--- src/rtl/tap_mux_pkg.sv ---
// Shared types and constants for the sequenced tap multiplexer.
package tap_mux_pkg;

    typedef enum logic {
        IDLE = 1'b0,
        RUN  = 1'b1
    } state_t;

    localparam logic MODE_SWEEP = 1'b0;
    localparam logic MODE_FIXED = 1'b1;

endpackage

--- src/rtl/mux_n_1.sv ---
// Purely combinational W-bit N:1 multiplexer; out is zero for any sel >= N.
module mux_n_1 #(
    parameter  int W    = 9,
    parameter  int N    = 4,
    localparam int SELW = $clog2(N)
) (
    input  logic [N*W-1:0]  in_bus,
    input  logic [SELW-1:0] sel,
    output logic [W-1:0]    out
);

    always_comb begin
        out = '0;
        for (int unsigned i = 0; i < N; i++) begin
            if (sel == SELW'(i)) out = in_bus[i*W +: W];
        end
    end

endmodule

--- src/rtl/tap_mux_seq.sv ---
// Sequenced N-input tap multiplexer: sweeps or presents one word per start
// pulse through a registered valid/ready output stage.
module tap_mux_seq
    import tap_mux_pkg::*;
#(
    parameter  int W    = 9,
    parameter  int N    = 4,
    localparam int SELW = $clog2(N)
) (
    input  logic            clk,
    input  logic            rst_n,
    input  logic            start,
    input  logic            mode,
    input  logic [SELW-1:0] fixed_sel,
    input  logic [N*W-1:0]  in_bus,
    output logic [W-1:0]    out_data,
    output logic [SELW-1:0] out_sel,
    output logic            out_valid,
    input  logic            out_ready,
    output logic            out_last,
    output logic            busy,
    output logic            done
);

    localparam logic [SELW-1:0] LAST_IDX = SELW'(N - 1);

    state_t          state;
    logic [SELW-1:0] next_sel;
    logic [W-1:0]    mux_word;

    // Index of the word loaded at the next load edge: first index when idle,
    // successor of the presented index while running.
    always_comb begin
        next_sel = out_sel + SELW'(1);
        if (state == IDLE) next_sel = (mode == MODE_FIXED) ? fixed_sel : '0;
    end

    mux_n_1 #(
        .W(W),
        .N(N)
    ) u_mux (
        .in_bus(in_bus),
        .sel   (next_sel),
        .out   (mux_word)
    );

    always_ff @(posedge clk or negedge rst_n) begin
        if (!rst_n) begin
            state     <= IDLE;
            out_data  <= '0;
            out_sel   <= '0;
            out_valid <= 1'b0;
            out_last  <= 1'b0;
            busy      <= 1'b0;
            done      <= 1'b0;
        end else begin
            done <= 1'b0;
            case (state)
                IDLE: begin
                    if (start) begin
                        state     <= RUN;
                        out_valid <= 1'b1;
                        out_sel   <= next_sel;
                        out_data  <= mux_word;
                        out_last  <= (mode == MODE_FIXED) || (next_sel == LAST_IDX);
                        busy      <= 1'b1;
                    end
                end
                RUN: begin
                    // out_last alone decides termination, so mode is never re-read here.
                    if (out_valid && out_ready) begin
                        if (out_last) begin
                            state     <= IDLE;
                            out_valid <= 1'b0;
                            out_last  <= 1'b0;
                            busy      <= 1'b0;
                            done      <= 1'b1;
                        end else begin
                            out_sel  <= next_sel;
                            out_data <= mux_word;
                            out_last <= (next_sel == LAST_IDX);
                        end
                    end
                end
                default: state <= IDLE;
            endcase
        end
    end

endmodule

--- config.mk ---
export PLATFORM = sky130hd
export DESIGN_NAME = tap_mux_seq
export DESIGN_NICKNAME = d
export VERILOG_FILES = /design/src/rtl/tap_mux_pkg.sv /design/src/rtl/mux_n_1.sv /design/src/rtl/tap_mux_seq.sv
export SDC_FILE = /design/constraint.sdc
export NUM_CORES = 1
export LEC_CHECK = 0
export ABC_AREA = 1
export CAP_MARGIN = 25
export CORE_ASPECT_RATIO = 1.25
export CORE_MARGIN = 3
export CORE_UTILIZATION = 39
export CTS_CLUSTER_SIZE = 40
export DETAILED_ROUTE_END_ITERATION = 7
export GPL_TIMING_DRIVEN = 1
export PLACE_DENSITY = 0.84
export SLEW_MARGIN = 20
export SYNTH_ARGS = -nofsm -noshare
export SYNTH_HDL_FRONTEND = slang
export SYNTH_HIERARCHICAL = 1
export SYNTH_SLANG_ARGS = --single-unit
export TNS_END_PERCENT = 10
--- constraint.sdc ---
create_clock -name clk -period 3 [get_ports clk]
set_input_delay 0.6 -clock clk [delete_from_list [all_inputs] [get_ports clk]]
set_output_delay 0.6 -clock clk [all_outputs]
set_load 0.01 [all_outputs]
==> results of run 1 <==
-- state kept, by name, indices dropped and copies added, names as in the netlist --
signal / flops
busy: 1
state: 1
out_sel: 2
done: 1
out_data: 9
out_last: 1
-- report_power, final --
group / switching, mW / internal, mW
Clock: 0.0581 / 0.0515
Sequential: 0.0688 / 0.294
Combinational: 0.562 / 0.420
Total: 0.688 / 0.766
-- final cells by class --
class | instances | share of cell area (%)
timing repair buffer | 59 | 38.14
multi-input combinational | 101 | 30.73
sequential | 15 | 24.45
tap | 31 | 2.526
inverter | 10 | 2.445
clock buffer | 4 | 1.711
-- cells by family (layout without fill, tap and decap cells) --
| family | Yosys count | in the layout |
|---|---|---|
| buffers and inverters | 16 | 73 |
| AO/OA/AOI/OAI | 5 | 5 |
| flip-flops | 15 | 15 |
| AND/OR/NAND/NOR | 96 | 96 |
-- how the worst min path moves through the flow --
stage	end	slack, ps	depth (start not counted)
after detailed placement	out_data[0]	460	2
after floorplan	busy	300	0
final	out_data[0]	470	2
after global routing	out_data[5]	510	2
after CTS	out_data[0]	480	2
after global placement	out_data[4]	460	2
-- cells in the mapped netlist --
library cell / n
dfrtp_1: 15
o21ai_0: 1
inv_2: 3
nand3_2: 1
nor2_1: 7
inv_1: 7
nand3_1: 29
buf_4: 1
o21ai_2: 1
buf_6: 3
nand2_1: 47
nand4_1: 9
nor2_4: 2
buf_2: 2
nand2_2: 1
a21oi_1: 3
-- worst max-delay path, delay by kind of cell --
family        cells  cell delay, ps
simple gates      7             930
buf+inv           3             700
-- stage by stage --
step	instance area [um^2]	cells	worst slack, ps	power [mW]	hold WS, ps
final	1535	220	942.8	1.454	473.8
after global routing	1535	220	806.9	1.593	508.2
after CTS	1535	220	948.9	1.455	477.3
after detailed placement	1509	216	652.1	1.346	457.5
after global placement	1509	216	745.5	1.304	459.0
after floorplan	935.9	132	1527	1.023	304.4
-- layer usage --
| metal | routed length, um | up-vias | GRT usage, % |
|---|---|---|---|
| li1 | - | 549 | - |
| met1 | 1042 | 474 | 22.96 |
| met2 | 1366 | 60 | 34.59 |
| met3 | 198 | 2 | 2.211 |
| met4 | 26 | 0 | 8.300 |
| met5 | 0 | - | 0 |
==> run_results.csv, run 1 <==
group,metric,value,unit
logic_synthesis,synth_xor_xnor_area_share,0,%
setup_path,critical_path_arrival,2230,ps
global_route,grt_use_total,19.07,%
setup_path,startpoint_type,"primary input",
clock_network,cts.sinks,15,
logic_synthesis,synth_warnings,6,
floorplan,std_cell_rows,19,
clock_network,cts_made_buffers,3,
route,routed_wl,2.634,mm
layout,drive_gt1_share,6.878,%
sta,finalSetupTns,0,ps
setup_path,max_stage_delay,480,ps
layout,nets,233,
layout,fill_cells,198,
setup_path,crit_slowest_cell,"clkdlybuf4s50_1",
logic_synthesis,ys_ff_latch,15,
floorplan,boundaryPins,58,
setup_path,crit_type,"primary input to register",
sta,setup_violations,0,
clock_network,cts_tree,"built",
layout,ff_latch_area,375.4,um^2
hold_path,hold_path.class,"register to register",
logic_synthesis,yosys-top-cells-area,"dfrtp_1, nand2_1, nand3_1, nand4_1, buf_6",
clock_network,clockBufferDepth,2,
layout,final_cell_mix,"clkdlybuf4s50_1, nand2_1, nand3_1",
global_route,grt_pass1_wl,4.505,mm
sta,finClkSkew,2.794,ps
sta,hold_viol,0,
placement,port_buffers,57,
sta,timing.slew.headroom,58.00,%
setup_path,crit_end,"out_data[3]",
clock_network,htree_levels,1,
logic_synthesis,synth_top_family_by_area,"simple AND/OR/NAND/NOR gates",
clock_network,ctsResizeCount,0,
setup_path,reg2reg_setup_slack,1210,ps
setup_path,cp_max_fo,13,
route,wire_per_inst,11.97,um
logic_synthesis,synthMuxAreaShare,0,%
pwr,leakage,0.6932,nW
route,vias,1085,
route,drc,0,
global_route,antenna_found_initial,0,
route,drt_iter0_markers,37,
layout,multiInputGateArea,471.7,um^2
pwr,power.density,947.3,nW/um^2
route,postRouteAntennaNets,0,
setup_path,reg2reg_from,"state",
global_route,grt_pass1_vias,1090,
sta,worst_pin_slew,628.1,ps
logic_synthesis,synth.cell_area,935.9,um^2
setup_path,cp_cell_sequence,"clkdlybuf4s50_1 -> inv_1 -> nor2_1 -> nand2_1 -> nand2_1 -> inv_2 -> nand3_1 -> nand4_1 -> nand2_1 -> nand2_1",
layout,area_delta_synth_final,64.04,%
floorplan,die_h,60.77,um
setup_path,worst_setup_path_end_kind,"register",
floorplan,core-area,2235,um^2
logic_synthesis,synth_fa_ha_area_share,0,%
layout,fin_util,68.70,%
sta,period_share,68.57,%
logic_synthesis,synth_nets,175,
clock_network,hold_buffers,0,
clock_network,cts_setup_buffers,0,
logic_synthesis,synth_cell_types,16,
logic_synthesis,synth_compound_area_share,3.075,%
hold_path,min-delay-start,"out_data[0]",
layout,diodes,0,
pwr,ir_worst_vdd,0.5205,mV
setup_path,cp-startpoint,"mode",
sta,drv_slew,0,
clock_network,clock_latency,270,ps
layout,final_common_cell,"clkdlybuf4s50_1",
logic_synthesis,netlist_instances,132,
placement,hpwl,2.255,mm
sta,fmax,0.4861,GHz
logic_synthesis,synth-seq-area-share,40.11,%
global_route,grt_max_degree,16,
floorplan,start_util,41.88,%
run,maxCapViolCount,0,
global_route,grt-ovfl-total,0,
setup_path,required,3170,ps
floorplan,dieWidth,49.82,um
clock_network,clkTransAtPathRegs,80,ps
logic_synthesis,synth_top_area_share,40.11,%
sta,rsz0062_at_grt,"no",
route,dr.pass1.iters,4,
clock_network,cts-root-buf,"clkbuf_4",
setup_path,crit_top_cell,"nand2_1",
logic_synthesis,synth_top_area_cell,"dfrtp_1",
sta,fin_crit,2057,ps
floorplan,die_area,3027,um^2
logic_synthesis,synth-simple-area-share,47.33,%
logic_synthesis,syn_avg_cell_area,7.090,um^2
run_status,status,"finished clean",
setup_path,reg2reg_to,"out_data[3]",
setup_path,r2r_cells,9,
route,vias_per_cell,4.932,
placement,place.gp.congestion,0.8945,
No activity file was read; power rests on OpenSTA's default activity.
==> inputs of run 2 (changes only) <==
- CORE_UTILIZATION: 39 -> 36
- PLACE_DENSITY: 0.84 -> 0.79
- clock period: 3 -> 2.05 ns (I/O delays scaled with it)
==> run_results.csv, run 2 (synthesis results as in run 1) <==
group,metric,value,unit
run_status,status,"finished clean",
layout,fin_util,62.76,%
route,dr_wl_met3,216,um
placement,hpwl,2.204,mm
sta,setup_violations,0,
clock_network,cts_setup_buffers,0,
floorplan,dieWidth,51.61,um
placement,place.gp.congestion,0.8976,
pwr,leakage,0.6960,nW
layout,largest_register_ff_count,9,
sta,period_share,83.92,%
clock_network,clock_latency,280,ps
setup_path,crit_slowest_cell,"clkdlybuf4s50_1",
route,wl_met1,1.049,mm
clock_network,ctsResizeCount,0,
setup_path,r2r_cells,8,
global_route,grt_pass1_wl,4.374,mm
floorplan,die_area,3251,um^2
layout,diodes,0,
route,postRouteAntennaNets,0,
placement,pre_cts_ws,63.02,ps
sta,timing.slew.headroom,57.08,%
route,wl_met2,1.355,mm
setup_path,max_stage_delay,490,ps
clock_network,cts-root-buf,"clkbuf_4",
setup_path,crit_type,"primary input to register",
placement,port_buffers,57,
hold_path,hold-path-endpoint,"out_data[1]",
placement,placement.cell_area,1511,um^2
setup_path,reg2reg_from,"state",
clock_network,clockBufferDepth,2,
pwr,p_total,2.130,mW
layout,final_cell_mix,"clkdlybuf4s50_1, nand2_1, nand3_1",
layout,final_common_cell,"clkdlybuf4s50_1",
sta,finClkSkew,4.248,ps
sta,rsz0062_at_grt,"no",
route,drt_iter0_markers,21,
setup_path,critical_path_arrival,1950,ps
clock_network,htree_levels,1,
layout,nets,233,
sta,holdWs,484.2,ps
floorplan,std_cell_rows,20,
setup_path,reg2reg_to,"out_data[5]",
sta,hold_viol,0,
global_route,grt_max_degree,19,
global_route,grt_pass1_vias,1081,
sta,fmax,0.5813,GHz
run,maxCapViolCount,0,
floorplan,start_util,38.16,%
clock_network,cts.sinks,15,
route,vias_per_cell,4.991,
pwr,ir_worst_vdd,0.7730,mV
placement,dp.cells,218,
pwr,power.density,1384,nW/um^2
layout,largestRegisters,"out_data x9, out_sel x2",
sta,setup_slack,329.7,ps
layout,drive_gt1_share,7.407,%
sta,fin_crit,1720,ps
setup_path,reg2reg_setup_slack,470,ps
sta,finalSetupTns,0,ps
setup_path,worst_setup_path_end_kind,"register",
layout,finalNonFillerCells,222,
route,top_layer,"met4",
hold_path,hold_path.class,"register to register",
floorplan,die_h,63.01,um
global_route,grt_use_total,17.23,%
global_route,grt-ovfl-total,0,
setup_path,startpoint_type,"primary input",
floorplan,boundaryPins,58,
route,wire_per_inst,11.99,um
global_route,antenna_found_initial,0,
clock_network,cts_made_buffers,3,
setup_path,cp_cell_sequence,"clkdlybuf4s50_1 -> inv_1 -> nor2_1 -> nand2_1 -> nand2_1 -> buf_4 -> nand3_1 -> nand4_1 -> nand2_1 -> nand2_1",
hold_path,min-delay-start,"out_data[1]",
sta,drv_slew,0,
setup_path,cp_max_fo,18,
route,routed_wl,2.661,mm
clock_network,clkTransAtPathRegs,90,ps
setup_path,required,2280,ps
setup_path,crit_top_cell,"nand2_1",
layout,area_delta_synth_final,64.44,%
route,vias,1108,
clock_network,cts_tree,"built",
route,drc,0,
route,dr.pass1.iters,4,
layout,top_register,"out_data",
clock_network,hold_buffers,0,
floorplan,core-area,2452,um^2
layout,fin_area,1539,um^2
sta,worst_pin_slew,641.8,ps
hold_path,hold_path_depth,2,
## run 2: cell count changes in the layout (fill, tap and decap cells not counted), sizes merged
cell	before	now
clkinv	0	1
clkbuf	4	3
## run 2: critical path, delay by kind of cell
kind / cells / cell delay [ps]
buffers and inverters: 3 / 790
AND/OR/NAND/NOR: 7 / 760
## run 2: worst max path at each step
stage | start | to | slack [ps] | cells after the start
finish | mode | out_data[5] | 330 | 10
global route | mode | out_data[5] | 200 | 10
CTS | mode | out_data[5] | 340 | 10
detailed placement | mode | out_data[5] | 60 | 10
global placement | mode | out_data[5] | 110 | 10
floorplan | state | out_data[0] | 740 | 9
## run 2: layout make-up
type,count,area (um^2)
multi-input cells,101,471.7
well taps,33,41.29
flip-flops and latches,15,375.4
clock inverters,1,5.005
repair buffers,59,585.6
clock buffers,3,22.52
inverters,10,37.54
fillers,241,913.4
## run 2: report_power, final
part,switching (mW),total (mW),internal (mW)
logic,0.817,1.43,0.615
registers,0.0979,0.529,0.431
clock network,0.0971,0.170,0.0725
total,1.01,2.13,1.12
## run 2: metal layers
metal,global-route usage (%),vias up
met4,7.869,0
met5,0,-
met3,3.819,5
li1,-,547
met2,29.46,50
met1,19.79,506
